==> config.mk <==
export PLATFORM = sky130hd
export DESIGN_NAME = pipe_skid_reg
export DESIGN_NICKNAME = d
export VERILOG_FILES = /design/src/rtl/pipe_pkg.sv /design/src/rtl/pipe_skid_reg.sv
export SDC_FILE = /design/constraint.sdc
export NUM_CORES = 1
export LEC_CHECK = 0
export ABC_CLOCK_PERIOD_IN_PS = 3100
export CORE_MARGIN = 4
export CORE_UTILIZATION = 53
export CTS_CLUSTER_DIAMETER = 40
export CTS_CLUSTER_SIZE = 16
export DETAILED_ROUTE_END_ITERATION = 8
export PLACE_DENSITY = 0.85
export SYNTH_ARGS = -nofsm -noshare
export SYNTH_HDL_FRONTEND = slang
export SYNTH_SLANG_ARGS = --single-unit
==> constraint.sdc <==
create_clock -name clk -period 3.1 [get_ports clk]
set_input_delay 0.775 -clock clk [delete_from_list [all_inputs] [get_ports clk]]
set_output_delay 0.775 -clock clk [all_outputs]
set_load 0.01 [all_outputs]
==> src/rtl/pipe_pkg.sv <==
// Shared types for the pipeline skid register: slot-occupancy state and its count.
package pipe_pkg;

  localparam int unsigned OCC_W = 2;

  typedef enum logic [1:0] {
    EMPTY = 2'd0,
    BUSY  = 2'd1,
    FULL  = 2'd2
  } pipe_state_t;

  function automatic logic [OCC_W-1:0] occ_of(input pipe_state_t s);
    logic [OCC_W-1:0] occ;
    occ = OCC_W'(0);
    case (s)
      BUSY:    occ = OCC_W'(1);
      FULL:    occ = OCC_W'(2);
      default: occ = OCC_W'(0);
    endcase
    return occ;
  endfunction

endpackage

==> src/rtl/pipe_skid_reg.sv <==
// Two-entry skid-buffered pipeline register; every output, including in_ready,
// comes straight from a flop so no combinational path crosses the stage.
module pipe_skid_reg
  import pipe_pkg::*;
#(
  parameter int unsigned width = 32
) (
  input  logic             clk,
  input  logic             rst_n,
  input  logic             flush,
  input  logic             in_valid,
  output logic             in_ready,
  input  logic [width-1:0] in_data,
  output logic             out_valid,
  input  logic             out_ready,
  output logic [width-1:0] out_data,
  output logic [OCC_W-1:0] occupancy
);

  pipe_state_t      state_q, state_d;
  logic             in_ready_q, out_valid_q;
  logic [OCC_W-1:0] occupancy_q;
  logic [width-1:0] main_q, main_d, skid_q;
  logic             main_en, skid_en;
  logic             accept_c, emit_c;

  assign accept_c = in_valid & in_ready_q;
  assign emit_c   = out_valid_q & out_ready;

  // Next state and slot load enables; flush overrides everything.
  always_comb begin
    state_d = state_q;
    main_en = 1'b0;
    skid_en = 1'b0;
    main_d  = in_data;
    case (state_q)
      EMPTY: begin
        if (accept_c) begin
          main_en = 1'b1;
          state_d = BUSY;
        end
      end
      BUSY: begin
        if (accept_c && emit_c) begin
          main_en = 1'b1;
        end else if (accept_c) begin
          skid_en = 1'b1;
          state_d = FULL;
        end else if (emit_c) begin
          state_d = EMPTY;
        end
      end
      FULL: begin
        if (emit_c) begin
          main_en = 1'b1;
          main_d  = skid_q;
          state_d = BUSY;
        end
      end
      default: state_d = EMPTY;
    endcase
    if (flush) begin
      state_d = EMPTY;
      main_en = 1'b0;
      skid_en = 1'b0;
    end
  end

  // State plus status outputs, registered from the next state.
  always_ff @(posedge clk or negedge rst_n) begin
    if (!rst_n) begin
      state_q     <= EMPTY;
      in_ready_q  <= 1'b1;
      out_valid_q <= 1'b0;
      occupancy_q <= OCC_W'(0);
    end else begin
      state_q     <= state_d;
      in_ready_q  <= (state_d != FULL);
      out_valid_q <= (state_d != EMPTY);
      occupancy_q <= occ_of(state_d);
    end
  end

  // Slot storage; slots keep stale contents when not loaded.
  always_ff @(posedge clk or negedge rst_n) begin
    if (!rst_n) begin
      main_q <= width'(0);
      skid_q <= width'(0);
    end else begin
      if (main_en) main_q <= main_d;
      if (skid_en) skid_q <= in_data;
    end
  end

  assign in_ready  = in_ready_q;
  assign out_valid = out_valid_q;
  assign out_data  = main_q;
  assign occupancy = occupancy_q;

endmodule
==> results.txt <==
clk slew on worst S/H paths = 0.07 ns
Post-Route Setup TNS = 0 ns
Layout Skew = 0.00588 ns
CTS Buf Count = 9
n_diodes = 0
Hold Fails Final Rpt = 0
RR Startpoint = state_q[0]$_DFF_PN0_
Yosys cell types = 23
setup slack, reg-to-reg = 1.01 ns
I/O pin total = 73
gr usage total = 22.1%
Vias = 2,143
initial antenna violation count = 0
Syn Area/Cell = 14.6 sq um
CP Buf/Inv Count = 2
worst-path fanout max = 32
Final nets = 315
Pre-Repair DR Iteration Count = 5
CTS tree = done
Max VDD drop = 0.531 mV
aggregate routed wire length = 6960 um
CTS Hold Bufs = 0
worst path required time = 3.32 ns
Row Count = 26
r2r endpoint = skid_q[6]$_DFFE_PN0P_
most frequent cells in the layout = clkdlybuf4s50_1, dfrtp_1, o22ai_1, a2bb2oi_1, mux2_4
Slew @ Worst Pin = 0.616 ns
Critical Path End Type = flop
GPL Wtd Cong = 0.862
WP data arrival = 2.76 ns
sequential cell area = 1750 sq um
Die X = 82.7 um
pwr dens = 840 nW/um^2
Final setup viols = 0
Die Ht = 82.7 um
asr flop ratio synth = 100%
status = finished clean
vias in the first global route = 2,258
period utilization = 82.0%
worst min-delay path class = primary input to asynchronous set/reset pin
Pins Over Slew Limit = 0
Startpoint Class = primary input
DRC viols = 0
commonest non-fill, non-tap cell in the layout = clkdlybuf4s50_1
Port Buf Inserts = 72
CP max stage delay = 0.65 ns
DR iter-0 viols = 201
syn nets = 240
hold slack final = 0.447 ns
min Tclk post-route = 2.54 ns
CP max-delay cell = or4b_2
Skew-Pair Late Insertion Delay = 0.33 ns
crit path cell chain = clkdlybuf4s50_1, a21boi_2, or4b_2, buf_12, mux2_4
Worst R2R Path Depth = 4
area taken by multi-input logic gates = 1120 sq um
share of cells above drive strength 1 = 23.0%
yosys warns = 0
Root Driver = clkbuf_8
CTS resizes = 0
Filler Cell Count = 330
synthesis-to-layout area growth = 35.5%
Leakage = 1.76 nW
CP delay by family, top = buffers and inverters
Congestion Overflow GR = 0
CTS Sinks = 70
register area share after synthesis = 59.3%
critical path class = primary input to flop
most common flop cell mapped by yosys = dfrtp_1
Clock Tree Buf Depth = 2
number of synthesized flops with an enable pin = 0
first-pass GRT wire length = 11,200 um
Synth Instances = 203
Die Area = 6830 sq um
pin count of the biggest net entering global routing = 35
Core Util, Final = 76.4%
slew margin rel. = 58.9%
routed vias/inst = 6.07
Cell Area, Synth = 2950 sq um
DR WL/cell = 19.7 um
Core ar. = 5240 sq um
synthesized flop and latch total = 70
post-CTS setup buffer count = 0
Routed Antenna Nets = 0
achievable frequency = 0.393 GHz
CTS HTree Levels = 3
initial core utilization = 56.4%
total of max-cap violations = 0
unrepaired setup endpoints after global routing = false
Detailed Place HPWL = 4420 um
## stage by stage
step	cell area, sq um	std cells	setup slack, ns	power, W
CTS	4000	353	0.611	0.00338
detailed placement	3760	337	0.260	0.00249
global route	4000	353	0.571	0.00351
finish	4000	353	0.558	0.00336
global placement	3760	337	0.306	0.00244
floorplan	2950	203	0.912	0.00202
## kinds of logic after synthesis
family	count (synthesis)	share of synthesized area, %
AOI/OAI and AO/OA	73	19.0
DFF	70	59.3
muxes	33	16.4
buffers and inverters	19	3.35
and+or+nand+nor	7	1.65
xor gates and xnor gates	1	0.297
## flip-flops by register name (all words and copies together), names as in the netlist
register	flops
out_valid	1
occupancy	2
state_q	2
out_data	32
skid_q	32
in_ready	1
## synth_stat cells, types with 2 or more instances
| cell | n | share of area (%) |
|---|---|---|
| nand3b_1 | 2 | 0.51 |
| dfrtp_1 | 69 | 58 |
| buf_6 | 3 | 1.1 |
| clkbuf_1 | 11 | 1.4 |
| a2bb2oi_1 | 32 | 9.5 |
| buf_2 | 4 | 0.68 |
| o2bb2ai_1 | 2 | 0.59 |
| mux2_2 | 3 | 1.1 |
| a211oi_1 | 3 | 0.76 |
| o22ai_1 | 32 | 6.8 |
| mux2_4 | 30 | 15 |
## worst max path at each step
stage | slack, ns | startpoint | endpoint | depth (start not counted)
final | 0.56 | out_ready | skid_q[6]$_DFFE_PN0P_ | 5
after global routing | 0.57 | out_ready | skid_q[17]$_DFFE_PN0P_ | 5
after CTS | 0.61 | out_ready | skid_q[6]$_DFFE_PN0P_ | 5
after detailed placement | 0.26 | out_ready | skid_q[28]$_DFFE_PN0P_ | 5
after global placement | 0.31 | out_ready | skid_q[16]$_DFFE_PN0P_ | 5
after floorplan | 0.91 | flush | skid_q[10]$_DFFE_PN0P_ | 5
## routing by layer
metal	global-route usage (%)	part of all wire, %	vias to the layer above
met5	0	0	-
met4	10.3	1.8	0
met3	4.12	7.6	12
met2	33.6	46	119
met1	30.9	45	1073
li1	-	-	939
## final cells by class
type | instances | share of cell area, %
inverter | 1 | 0.0938
clock buffer | 9 | 3.10
multi-input combinational | 114 | 27.9
sequential | 70 | 43.8
tap | 70 | 2.19
timing repair buffer | 82 | 20.1
clock inverter | 7 | 2.81
## where the power goes
group          switching, W  internal (W)
sequential         0.000233       0.00126
clock              0.000335      0.000530
combinational      0.000329      0.000674
Note: power is estimated with default switching activity, not from simulation.
